[src/rtl/sccb_reg_writer.sv]
// SCCB 3-phase register writer: DEV_ID, reg_addr, reg_data over SIOC/SIOD.
// Optional ACK/NACK sampling is built only when SCCB_ACK_CHECK_EN is defined.
module sccb_reg_writer #(
  parameter int          CLK_FREQ_HZ  = 50_000_000,
  parameter int          SCCB_FREQ_HZ = 100_000,
  parameter logic [7:0]  DEV_ID       = 8'h42
) (
  input  logic       Clk,
  input  logic       Reset,
  input  logic       start,
  input  logic [7:0] reg_addr,
  input  logic [7:0] reg_data,
  output logic       ready,
  output logic       done,
  output logic       sioc,
  output logic       siod_oe,
  input  logic       siod_in,
  output logic       nack
);

  localparam int QDIV = CLK_FREQ_HZ / (4 * SCCB_FREQ_HZ);
  localparam int QW   = (QDIV > 2) ? $clog2(QDIV) : 1;
  localparam logic [QW-1:0] QLAST = QW'(QDIV - 1);

  localparam logic [1:0] IDLE  = 2'd0;
  localparam logic [1:0] START = 2'd1;
  localparam logic [1:0] BITS  = 2'd2;
  localparam logic [1:0] STOP  = 2'd3;

  if (QDIV < 2) begin : g_bad_qdiv
    $error("sccb_reg_writer: QDIV must be at least 2");
  end

  logic [1:0]    state, state_n;
  logic [QW-1:0] qcnt, qcnt_n;
  logic [1:0]    q, q_n;
  logic [4:0]    bitc, bitc_n;
  logic [26:0]   sr;
  logic          accept, tick, ph_end, fin;
  logic          bit_n, ack_n;
  logic          sioc_n, oe_n;

  assign accept = start & ready;
  assign tick   = (qcnt == QLAST);
  assign ph_end = tick & (q == 2'd3);
  assign fin    = (state == STOP) & ph_end;

  // Sequencing: quarter counter, quarter index, bit index, state.
  always_comb begin
    state_n = state;
    qcnt_n  = qcnt;
    q_n     = q;
    bitc_n  = bitc;
    if (state == IDLE) begin
      if (start) state_n = START;
    end else begin
      qcnt_n = tick ? '0 : qcnt + QW'(1);
      if (tick) q_n = q + 2'd1;
      if (ph_end) begin
        unique case (state)
          START: begin
            state_n = BITS;
            bitc_n  = 5'd0;
          end
          BITS: begin
            if (bitc == 5'd26) state_n = STOP;
            else bitc_n = bitc + 5'd1;
          end
          default: begin
            state_n = IDLE;
            bitc_n  = 5'd0;
          end
        endcase
      end
    end
  end

  assign bit_n = sr[5'd26 - bitc_n];
  assign ack_n = (bitc_n == 5'd8) | (bitc_n == 5'd17) |
                 (bitc_n == 5'd26);

  // Bus levels for the upcoming cycle, so outputs leave a register.
  always_comb begin
    sioc_n = 1'b1;
    oe_n   = 1'b0;
    unique case (state_n)
      START: begin
        sioc_n = (q_n != 2'd3);
        oe_n   = (q_n != 2'd0);
      end
      BITS: begin
        sioc_n = q_n[1];
        oe_n   = ~ack_n & ~bit_n;
      end
      STOP: begin
        sioc_n = (q_n != 2'd0);
        oe_n   = ~q_n[1];
      end
      default: ;
    endcase
  end

  // State, counters, frame latch and registered outputs.
  always_ff @(posedge Clk) begin
    if (Reset) begin
      state   <= IDLE;
      qcnt    <= '0;
      q       <= 2'd0;
      bitc    <= 5'd0;
      sr      <= '0;
      ready   <= 1'b1;
      done    <= 1'b0;
      sioc    <= 1'b1;
      siod_oe <= 1'b0;
    end else begin
      state   <= state_n;
      qcnt    <= qcnt_n;
      q       <= q_n;
      bitc    <= bitc_n;
      ready   <= (state_n == IDLE);
      done    <= fin;
      sioc    <= sioc_n;
      siod_oe <= oe_n;
      if (accept)
        sr <= {DEV_ID, 1'b0, reg_addr, 1'b0, reg_data, 1'b0};
    end
  end

`ifdef SCCB_ACK_CHECK_EN
  logic ack_smp;
  assign ack_smp = (state == BITS) & (q == 2'd2) & (qcnt == '0) &
                   ((bitc == 5'd8) | (bitc == 5'd17) |
                    (bitc == 5'd26));

  // Sticky NACK: set by a released ACK slot, cleared on accept.
  always_ff @(posedge Clk) begin
    if (Reset)                   nack <= 1'b0;
    else if (accept)             nack <= 1'b0;
    else if (ack_smp & siod_in)  nack <= 1'b1;
  end
`else
  logic unused_siod;
  assign unused_siod = siod_in;
  assign nack        = 1'b0;
`endif

endmodule

[config.mk]
export PLATFORM = sky130hd
export DESIGN_NAME = sccb_reg_writer
export DESIGN_NICKNAME = d
export VERILOG_FILES = /design/src/rtl/sccb_reg_writer.sv
export SDC_FILE = /design/constraint.sdc
export NUM_CORES = 1
export LEC_CHECK = 0
export CELL_PAD_IN_SITES_DETAIL_PLACEMENT = 0
export CELL_PAD_IN_SITES_GLOBAL_PLACEMENT = 1
export CORE_UTILIZATION = 39
export DETAILED_ROUTE_END_ITERATION = 12
export PLACE_DENSITY_LB_ADDON = 0.05
export SLEW_MARGIN = 40
export SYNTH_ARGS = -nofsm -noshare
export SYNTH_HDL_FRONTEND = slang
export SYNTH_SLANG_ARGS = --single-unit
[constraint.sdc]
create_clock -name Clk -period 4.5 [get_ports Clk]
set_clock_uncertainty 0.05 [all_clocks]
set_input_delay 0.9 -clock Clk [delete_from_list [all_inputs] [get_ports Clk]]
set_output_delay 0.9 -clock Clk [all_outputs]
set_load 0.02 [all_outputs]
---- After elaboration in Yosys (flattened, before gate mapping) ----
Index checks and enable logic that the tools add are counted.
word-level totals
  output and inout bits ................... 5
  logic and storage cells ................. 55
  bits of input ports ..................... 20
  register bits after elaboration ......... 37
operators by class
  $lt $le $gt $ge ......................... 1
  mux-type cells .......................... 16
  eq/ne operators ......................... 13
  bitwise logic cells ..................... 9
  add/subtract/negate cells ............... 4
  reduce and logical (&&, ||, !) cells .... 3
operators with widths
  kind                                                                   number
  5-bit two-way mux                                                      4
  5-bit == test (second input constant)                                  3
  2-bit two-way mux                                                      6
  2-bit == test (second input constant)                                  5
  7-bit by 1-bit adder with 7-bit output (second input constant)         1
  7-bit == test (second input constant)                                  1
  7-bit two-way mux                                                      1
  5-bit by 6-bit < comparator with 1-bit output (second input constant)  1
  1-bit one-hot mux with 3 select lines                                  2
  5-bit by 1-bit adder with 5-bit output (second input constant)         1
  1-bit binary-select mux with 5-bit select                              1
  5-bit by 4-bit == test with 1-bit output (second input constant)       1
  5-bit subtractor (first input constant)                                1
  1-bit AND                                                              4
  2-bit by 1-bit == test with 1-bit output (second input constant)       2
  2-bit logical NOT                                                      2
  2-bit one-hot mux with 2 select lines                                  1
  1-bit NOT                                                              3
  2-bit by 1-bit adder with 2-bit output (second input constant)         1
  2-bit != test (second input constant)                                  1
  1-bit bitwise OR                                                       2
  2-bit nonzero test                                                     1
  1-bit two-way mux                                                      1

---- Logic depth before layout (Yosys ltp) ----
  depth in word-level cells ............... 11
  gate-level depth with buffers ........... 15
  depth with buffers taken out ............ 13

---- Least setup slack after synthesis ----
OpenSTA, ideal clock, no wires.
  kind .................................... register to register
  from .................................... register state[0]
  to ...................................... register siod_oe
  slack ................................... 1.172 ns
  data arrival time ....................... 3.190 ns
  clock period less this slack ............ 3.328 ns
  buffers on the path ..................... 2
  stages on the path, launching flop included .. 14
  setup time .............................. 0.088 ns
  data required time ...................... 4.362 ns
  cells stage by stage .................... dfxtp_1 inv_1 ha_1 buf_6 nand4b_4 buf_6 or4b_4 a21boi_0 ha_1 inv_1 mux4_1 nor2_1 o221ai_1 a311oi_2
between the ends
  cells in the longest elaborated chain, start to end .. 10
  elaborated cells between the ends (all ways) .. 29
  those cells by class .................... 1 x add/sub; 8 x eq/ne; 12 x mux; 6 x bitwise; 2 x reduce/logical
ends and longest elaborated chain
  item                                                                                  RTL line  source
  start, declared                                                                       34        logic [1:0] state, state_n;
  start signal, assigned                                                                116       state <= state_n;
  2-bit == test                                                                         60        unique case (state)
  5-bit two-way mux                                                                     60
  5-bit two-way mux                                                                     59        if (ph_end) begin
  5-bit two-way mux                                                                     54        if (state == IDLE) begin
  5-bit subtractor, or another cell as far along                                        78        assign bit_n = sr[5'd26 - bitc_n];
  1-bit binary-select mux with 5-bit select / 1-bit bitwise OR (equally long branches)  78, 79
  1-bit two-way mux (implied by the code) / 1-bit bitwise OR (equally long branches)    78, 79
  1-bit NOT                                                                             93        oe_n = ~ack_n & ~bit_n;
  1-bit AND                                                                             93
  1-bit one-hot mux with 3 select lines *                                               86        unique case (state_n)
  end signal, assigned                                                                  123       siod_oe <= oe_n;
  end, declared                                                                         16        output logic siod_oe,
Every way passes the cells marked *; elsewhere a longest branch is shown, timed or not. The select of a mux whose other input is x is not followed.
A chain may end at the register's enable or synchronous reset.

---- Final worst setup path ----
Same ends and word-level chain as after synthesis.

==> results_dict.tcl <==
set metrics [dict create \
    crit_path_start_kind "flip-flop" \
    hold_buffers 0 \
    diodes 0 \
    fill_cells 562 \
    routed-via-count 1872 \
    dieArea_mm2 0.005911 \
    clk_path_buf_depth 2 \
    drv_cap 0 \
    ant_nets 0 \
    port_buffers 22 \
    grt_max_degree 24 \
    worstMarginPinSlew_ns 0.5726 \
    post-route-min-period_ns 3.850 \
    cts-root-buf "clkbuf_8" \
    tns_ns 0 \
    gp_congestion 0.8038 \
    synth_cell_types 62 \
    grtUsageTotal_pct 18.05 \
    cts_tree "yes" \
    io_pins 25 \
    r2r-start "state[0]" \
    grt_pass1_vias 1798 \
    critPathCaptureType "flip-flop" \
    synth_top_area_share_pct 33.87 \
    gr-total-overflow 0 \
    crit_start "state[0]" \
    clk_pin_slew_ns 0.08 \
    grt_pass1_wl_um 8431 \
    irDropWorstVdd_v 0.0001199 \
    postCtsSetupRepairBufs 0 \
    power.leakage_nw 0.9969 \
    setup.worst_path.class "reg -> reg" \
    crit_fanout 12 \
    cts_buffers 5 \
    status "finished clean" \
    routed_wl_um 4887 \
    vias_per_cell 5.318 \
    core.rowCount 26 \
    start_util_pct 41.76 \
    die_w_um 76.89 \
    wire_per_inst_um 13.88 \
    ys.flop_type "dfxtp_1" \
    nets 313 \
    drt_iter0_markers 57 \
    cp.arrival_ns 3.99 \
    clk_latency_ns 0.29 \
    fmax_mhz 259.7 \
    synthCells 262 \
    slew_headroom_pct 61.73 \
    drt-pass1-iter-count 4 \
    setup_violations 0 \
    hold_path.class "reg -> reg" \
    timing.final.crit_share_pct 85.56 \
    cts.sinks 37 \
    avgSynthCellArea_um2 8.348 \
    synth_warnings 0 \
    synth_top_area_cell "dfxtp_1" \
    cts_resized 0 \
    yosysSeqAreaShare_pct 33.87 \
    hold_slack_ns 0.4040 \
    syn2layout_area_growth_pct 16.88 \
    syn_nets 294 \
    antenna_found_initial 0 \
    power_density_mw_per_mm2 279.9 \
    ys_ff_latch 37 \
    hold_viol_final 0 \
    async_reset_ff_share_pct 0 \
    maxSlewViolCount 0 \
    die-height_um 76.89 \
    worstPathRequired_ns 4.64 \
    postLayoutCoreUtil_pct 48.81 \
    drive_gt1_share_pct 8.865 \
    core-area_mm2 0.005238 \
    hpwl_um 3678 \
    hold_start "sr[13]" \
    rsz0062_at_grt "no" \
    synth_area_mm2 0.002187 \
    synth_area_leaders "dfxtp_1 34%, nand2_1 7.4%, ha_1 6.9%, a21oi_1 6.6%, nor2_1 2.9%" \
    synth_edf_count 0 \
    cts_htree_levels 2 \
    drt_drc_violations_left 0 \
]
==> state kept, by name, summed over array words and instances, names as in the netlist <==
name     cells
bitc         5
done         1
q            2
qcnt         7
ready        1
sioc         1
siod_oe      1
sr          17
state        2
==> metal layers <==
layer | vias to the layer above | wire [µm] | global-route usage (%)
li1 | 963 | - | -
met1 | 878 | 2389 | 22.60
met2 | 25 | 2333 | 30.80
met3 | 6 | 113 | 3.929
met4 | 0 | 51 | 5.192
met5 | - | 0 | 0
==> layout make-up <==
cell class / instances / area, µm² / share of cell area [%]
flip-flops and latches: 37 / 740.7 / 28.98
repair buffers: 26 / 250.2 / 9.790
multi-input cells: 199 / 1319 / 51.59
clock inverters: 2 / 38.79 / 1.517
well taps: 70 / 87.58 / 3.426
inverters: 12 / 47.55 / 1.860
clock buffers: 6 / 72.57 / 2.839
==> stage by stage <==
step           total power, mW  instance area, µm²  instances  setup slack, ns
3_3_place_gp            0.4302                2445        344           0.7515
6_report                0.7156                2556        352           0.6500
5_1_grt                 0.7503                2556        352           0.3972
4_1_cts                 0.7276                2556        352           0.6403
3_5_place_dp            0.4314                2445        344           0.7187
2_1_floorplan           0.4029                2187        262            1.172
==> worst max-delay path, cell delays in order (launching register included) <==
cell and delay [ns]:
dfxtp_1 0.41, inv_1 0.09, ha_1 0.33, nand4b_4 0.33, or4b_4 0.58, a21boi_0 0.14, buf_4 0.16, ha_1 0.33
inv_1 0.19, mux4_1 0.60, nor2_1 0.12, o221ai_1 0.16, a311oi_2 0.25
==> synth_stat cells (4+ instances only) <==
master,count
ha_1,12
inv_1,11
mux2i_1,4
nor2_1,17
a21oi_1,29
xnor2_1,4
clkbuf_1,6
and2_1,6
nand3_1,9
dfxtp_1,37
nand2_1,43
o211ai_1,7
xor2_1,5
nor2b_1,5
==> cells in the final DEF (no fill, tap or decap), types with 2 or more instances in the layout <==
cell type         n
nand2_1          43
dfxtp_1          37
a21oi_1          29
clkdlybuf4s50_1  22
nor2_1           17
ha_1             12
inv_1            11
nand3_1           9
o211ai_1          7
and2_1            6
nor2b_1           5
xor2_1            5
clkbuf_8          5
mux2i_1           4
xnor2_1           4
buf_4             4
nand4_1           3
and3_1            3
o22ai_1           3
o21ai_0           3
o221ai_1          3
o21a_1            2
and2b_1           2
or4_4             2
nor3_1            2
a211o_1           2
==> cell families after synthesis <==
family / synth area share [%]
buf+inv: 5.835
other cells: 0.1715
compound gates: 20.77
fa+ha+maj: 6.865
flops: 33.87
mux: 3.719
simple gates: 25.17
xor+xnor: 3.604
==> power by group <==
group	internal, mW	switching (mW)	total, mW
Clock	0.166	0.127	0.293
Sequential	0.341	0.00909	0.350
Combinational	0.0349	0.0373	0.0722
Total	0.543	0.173	0.716
==> worst paths after layout <==
| path | endpoint | cells after the start | slack [ns] |
|---|---|---|---|
| worst max-delay path | siod_oe | 12 | 0.65 |
| worst max register to register | siod_oe | 12 | 0.65 |
| worst min register to register | sr[13] | 2 | 0.40 |
| worst min-delay path | sr[13] | 2 | 0.40 |
Note: power is estimated with default switching activity, not from simulation.
